[src/rtl/muntjac_fetch_pkg.sv]
// rtl/muntjac_fetch_pkg.sv - shared types for the fetch/decode boundary
//
// fetched_instr_t: one fetched instruction as handed from frontend to backend.
//   pc       : address of the instruction
//   instr    : raw instruction bits
//   ex_valid : fetch raised an exception for this entry
//   ex_cause : exception cause code, meaningful only when ex_valid is set

package muntjac_fetch_pkg;

  typedef struct packed {
    logic [63:0] pc;
    logic [31:0] instr;
    logic        ex_valid;
    logic [3:0]  ex_cause;
  } fetched_instr_t;

endpackage

[src/rtl/muntjac_fetch_buffer.sv]
// rtl/muntjac_fetch_buffer.sv - in-order instruction queue between fetch and decode
//
// Ports:
//   clk_i        clock, rising edge
//   rst_ni       asynchronous active-low reset
//   flush_i      drop every buffered entry (backend redirect)
//   in_valid_i   frontend offers in_instr_i
//   in_ready_o   buffer has a free slot (depends only on occupancy)
//   in_instr_i   instruction from the frontend
//   out_valid_o  head entry present
//   out_ready_i  backend takes the head entry
//   out_instr_o  head entry
//   count_o      occupancy, 0..Depth
//   starve_o     registered pulse: backend was ready while the buffer was empty

module muntjac_fetch_buffer
  import muntjac_fetch_pkg::*;
#(
  parameter int unsigned  Depth = 4,
  localparam int unsigned CntW  = $clog2(Depth + 1)
) (
  input  logic            clk_i,
  input  logic            rst_ni,
  input  logic            flush_i,
  input  logic            in_valid_i,
  output logic            in_ready_o,
  input  fetched_instr_t  in_instr_i,
  output logic            out_valid_o,
  input  logic            out_ready_i,
  output fetched_instr_t  out_instr_o,
  output logic [CntW-1:0] count_o,
  output logic            starve_o
);

  localparam int unsigned PtrW = $clog2(Depth);

  fetched_instr_t  mem [Depth];
  logic [PtrW-1:0] rd_ptr;
  logic [PtrW-1:0] wr_ptr;
  logic [CntW-1:0] cnt;
  logic            starve_q;
  logic            push;
  logic            pop;

  // Ready is a pure function of occupancy, so a full buffer stays not-ready
  // during a pop cycle; this keeps out_ready_i off the in_ready_o path.
  assign in_ready_o  = (cnt != CntW'(Depth));
  assign out_valid_o = (cnt != '0);
  assign out_instr_o = mem[rd_ptr];
  assign count_o     = cnt;
  assign starve_o    = starve_q;

  assign push = in_valid_i && in_ready_o && !flush_i;
  assign pop  = out_valid_o && out_ready_i && !flush_i;

  always_ff @(posedge clk_i or negedge rst_ni) begin
    if (!rst_ni) begin
      rd_ptr   <= '0;
      wr_ptr   <= '0;
      cnt      <= '0;
      starve_q <= 1'b0;
      for (int i = 0; i < int'(Depth); i++) begin
        mem[i] <= '0;
      end
    end else begin
      starve_q <= out_ready_i && !out_valid_o && !flush_i;
      if (flush_i) begin
        // Storage is left as is; only the bookkeeping is cleared.
        rd_ptr <= '0;
        wr_ptr <= '0;
        cnt    <= '0;
      end else begin
        if (push) begin
          mem[wr_ptr] <= in_instr_i;
          wr_ptr      <= wr_ptr + PtrW'(1);
        end
        if (pop) begin
          rd_ptr <= rd_ptr + PtrW'(1);
        end
        if (push && !pop) begin
          cnt <= cnt + CntW'(1);
        end else if (pop && !push) begin
          cnt <= cnt - CntW'(1);
        end
      end
    end
  end

endmodule

[config.mk]
export PLATFORM = sky130hd
export DESIGN_NAME = muntjac_fetch_buffer
export DESIGN_NICKNAME = d
export VERILOG_FILES = /design/src/rtl/muntjac_fetch_pkg.sv /design/src/rtl/muntjac_fetch_buffer.sv
export SDC_FILE = /design/constraint.sdc
export NUM_CORES = 1
export LEC_CHECK = 0
export CAP_MARGIN = 20
export CORE_UTILIZATION = 40
export CTS_BUF_LIST = sky130_fd_sc_hd__clkbuf_4 sky130_fd_sc_hd__clkbuf_8
export DETAILED_ROUTE_END_ITERATION = 10
export PLACE_DENSITY = 0.69
export SLEW_MARGIN = 15
export SYNTH_ARGS = -nofsm -noshare
export SYNTH_HDL_FRONTEND = slang
export SYNTH_SLANG_ARGS = --single-unit
[constraint.sdc]
create_clock -name clk_i -period 2.1 [get_ports clk_i]
set_clock_uncertainty 0.1 [all_clocks]
set_input_delay 0.525 -clock clk_i [delete_from_list [all_inputs] [get_ports clk_i]]
set_output_delay 0.525 -clock clk_i [all_outputs]
set_load 0.1 [all_outputs]
Word-level counts from Yosys, hierarchy flattened. Index checks and enable logic that the tools add are counted.

Eq/ne operators: 1. Bitwise gates (word level): 3. Magnitude comparators: 3. Mux-type cells: 13. Add/sub/neg operators: 4. Reductions and logical operators: 18.

Operators by type and width (number): bitwise mux 404 bit (1); two-way mux 101 bit (3); binary-select mux 101 bit (select 2 bit) (1); demux 101 bit (select 2 bit) (1); logical AND 1 bit (9); two-way mux 3 bit (3); two-way mux 2 bit (4); greater-or-equal comparator 3 bit (second input constant) (2); inverter 2 -> 3 bit (2); nonzero test 3 bit (2); adder 2 x 1 -> 2 bit (second input constant) (2); zero test 1 bit (4); nonzero test 2 bit (2); adder 3 x 1 -> 3 bit (second input constant) (1); < comparator 3 x 1 -> 1 bit (second input constant) (1); != test 3 bit (second input constant) (1); subtractor 3 x 1 -> 3 bit (second input constant) (1); AND reduction 2 bit (1); inverter 1 bit (1).

Input port bits: 106. Word-level logic and storage cells: 62. Flip-flop bits (word level): 412.

Depth between registers and ports, before layout.
Word-level depth: 8. Depth in mapped cells: 8. Gate-level depth less buffers: 7.

Worst setup path before layout. OpenSTA, ideal clock, no wires.

Path kind: reg-to-reg. Start: register cnt[2], in the netlist count_o[2]. End: register cnt[2], in the netlist count_o[2]. Data arrival time: 2.738 ns. Cell stages (with the launch flop): 8. Required time: 1.822 ns. Period minus slack after synthesis: 3.017 ns. Setup time: 0.178 ns. Setup slack: -0.917 ns. Path through: dfrtp_1 nor3b_4 inv_2 and3_1 fa_1 and3b_1 a311oi_1 a211oi_1.

RTL lines: start: declaration (line muntjac_fetch_buffer.sv:40) `logic [CntW-1:0] cnt;`; start signal: assignment (line muntjac_fetch_buffer.sv:81) `cnt <= cnt + CntW'(1);`; start signal: assignment (line muntjac_fetch_buffer.sv:83) `cnt <= cnt - CntW'(1);`; != test 3 bit * (line muntjac_fetch_buffer.sv:47) `assign in_ready_o = (cnt != CntW'(Depth));`; named net in_ready_o (line muntjac_fetch_buffer.sv:26) `output logic in_ready_o,`; logical AND 1 bit * (2 in series) (line muntjac_fetch_buffer.sv:53) `assign push = in_valid_i && in_ready_o && !flush_i;`; logical AND 1 bit / zero test 1 bit (equally long branches) (line muntjac_fetch_buffer.sv:80, muntjac_fetch_buffer.sv:82); two-way mux 3 bit / logical AND 1 bit (equally long branches) (line muntjac_fetch_buffer.sv:80, muntjac_fetch_buffer.sv:82); two-way mux 3 bit / nonzero test 3 bit (equally long branches).

Mark *: on every way through the listed nets, which the timed path passes. The rest lies on a longest branch. The select of a mux whose other input is x is not followed. A chain may end at the register's enable or synchronous reset.

==> impl_metrics.yaml <==
status:
  status: "finished, violations left"
  violations: "negative setup slack"
clocking:
  clkTransAtPathRegs_ns: 0.06
  cts_buffers: 73
  cts_buffer_depth: 3
  h-tree-depth: 3
  root_buffer: "clkbuf_8"
  clk_latency_ns: 0.59
  cts_tree: "built"
  clock_sinks: 412
worst_setup_path:
  cp_data_arrival_time_ns: 2.17
  worstPathMaxFanout: 10
  crit_required_ns: 1.47
  end_kind: "output port"
  cp-start-kind: "register"
  critPathKind: "register to output port"
routing:
  wl_per_cell_um: 22.47
  num_vias: 10600
  drt-total-wl_um: 46010
  dr.first_iter.drc_count: 499
  vias_per_cell: 5.176
  postRouteAntennaNets: 0
  firstDrtPassIters: 4
  drc_errors: 0
synth:
  avgSynthCellArea_sq_um: 17.68
  yosysSeqAreaShare_pct: 56.02
  syn-num-nets: 1152
  yosys_warnings: 0
  ys_types: 36
  netlist_top_cells_count: "412 x dfrtp_1, 315 x mux2_2, 101 x mux4_2"
  synthFlopType: "dfrtp_1"
  syn_area_sq_mm: 0.01840
  async_flop_share_pct: 100.0
  yosysTopAreaCellShare_pct: 56.02
  synth_cells: 1041
  synth_area_leader_cell: "dfrtp_1"
  synth.most_common_cell: "dfrtp_1"
  synth_edf_count: 0
  synth_seq_cells: 412
  synth_area_leaders: "dfrtp_1 56%, mux2_2 19%, mux4_2 12%"
sta:
  worst_pin_slew_ns: 0.4226
  setup_ws_ns: -0.6984
  period_needed_ns: 2.798
  slew_viol_final: 0
  slew_headroom_pct: 71.47
  hold_viol_final: 0
  finalSetupViolations: 326
  finalSetupTns_ns: -83.84
  fmaxAchievable_mhz: 357.3
  post-route-period-util_pct: 133.3
  grt_setup_unrepaired: "true"
place:
  dp_hpwl_um: 27860
  gp_congestion: 0.7319
  port_buffers: 212
global_routing:
  grt_max_degree: 74
  grt_pass1_wl_um: 66910
  grt_pass1_vias: 11780
  antenna_found_initial: 2
  grt_use_total_pct: 18.34
  grt_overflow: 0
finish:
  regArea_sq_mm: 0.01033
  fill_cells: 3492
  finalNetCount: 1508
  syn2layout_area_growth_pct: 39.89
  multi_input_comb_area_sq_mm: 0.007802
  layout-drive-gt1-share_pct: 61.92
floorplanning:
  rows: 78
  initial_core_util_pct: 40.55
  io_pins: 213
  core-area_sq_mm: 0.04538
  dieWidth_um: 216.5
  fp.dieArea_sq_mm: 0.04687
  chipHeight_um: 216.5
worst_hold_path:
  hold_class: "input port to async pin"
job:
  cap_violations: 0
==> through the flow <==
step	cells	hold slack [ns]	instance area [sq um]	util [%]	setup slack (ns)
floorplan	1041	0.1294	18730	-	-0.4023
global placement	1868	0.3813	22970	50.63	-0.3946
detailed placement	1868	0.3871	22970	50.63	-0.4194
CTS	2004	0.3043	24780	54.59	-0.7916
global route	2047	0.3225	25740	56.73	-0.7966
finish	2048	0.3512	25750	56.73	-0.6984
==> final timing paths <==
kind / startpoint / endpoint / slack (ns) / cells past startpoint
min: rst_ni / mem[160]$_DFFE_PN0P_ / 0.35 / 2
max: rd_ptr[0]$_DFFE_PN0P_ / out_instr_o[17] / -0.70 / 4
min in group clk_i: mem[91]$_DFFE_PN0P_ / mem[91]$_DFFE_PN0P_ / 0.40 / 1
max in group asynchronous: rst_ni / mem[170]$_DFFE_PN0P_ / 0.80 / 3
min reg2reg: mem[91]$_DFFE_PN0P_ / mem[91]$_DFFE_PN0P_ / 0.40 / 1
max reg2reg: count_o[1]$_DFFE_PN0P_ / mem[359]$_DFFE_PN0P_ / -0.16 / 8
==> sequential cells by signal (all words and copies together) (netlist names) <==
name      count
count_o       3
rd_ptr        2
wr_ptr        2
starve_o      1
mem         404
==> kinds of logic after synthesis <==
group / Yosys count / share of synthesized area, %
buf+inv: 80 / 3.209
compound gates: 16 / 0.6255
xor+xnor: 2 / 0.09520
flops: 412 / 56.02
fa+ha+maj: 5 / 0.3807
mux: 507 / 39.03
simple gates: 19 / 0.6392
==> critical path, cell delays in order, from the launching register on <==
cell	delay, ns
dfrtp_4	0.47
buf_12	0.17
buf_12	0.16
mux4_2	0.56
buf_12	0.19
==> cell usage in the layout, fill, tap and decap left out, types with 8 or more instances in the layout <==
| cell | n |
|---|---|
| mux4_2 | 101 |
| clkdlybuf4s50_1 | 104 |
| clkbuf_4 | 29 |
| clkbuf_8 | 87 |
| mux2_2 | 261 |
| clkbuf_16 | 18 |
| buf_4 | 50 |
| buf_12 | 152 |
| buf_8 | 8 |
| mux2_4 | 144 |
| dfrtp_1 | 407 |
| buf_6 | 16 |
==> metal layers <==
layer / wire (um) / track usage, % / share of wire (%)
met2: 22100 / 29.40 / 48
met4: 873 / 5.399 / 1.9
met1: 20110 / 23.91 / 44
met3: 2909 / 5.698 / 6.3
met5: 13 / 0 / 0.028
==> final cells by class <==
cell class                 count  area share (%)
clock inverter                 9          0.4957
inverter                       8          0.1701
sequential                   412           40.12
clock buffer                 116           5.496
antenna                        1        0.009720
tap                          600           2.916
timing repair buffer         351           20.49
multi-input combinational    551           30.31
==> timing repair <==
item / in CTS / in global routing
pin swaps: 5 / 1
hold buffers: 1 / 0
cloned: 1 / 27
hold endpoints to repair: 32 / 0
buffers inserted: 9 / 18
setup endpoints to repair: 106 / 434
resized for setup: 40 / 65
Power is left out: the tool's default activity adds up to more than one toggle a clock period on the data nets, which glitch-free logic cannot reach.
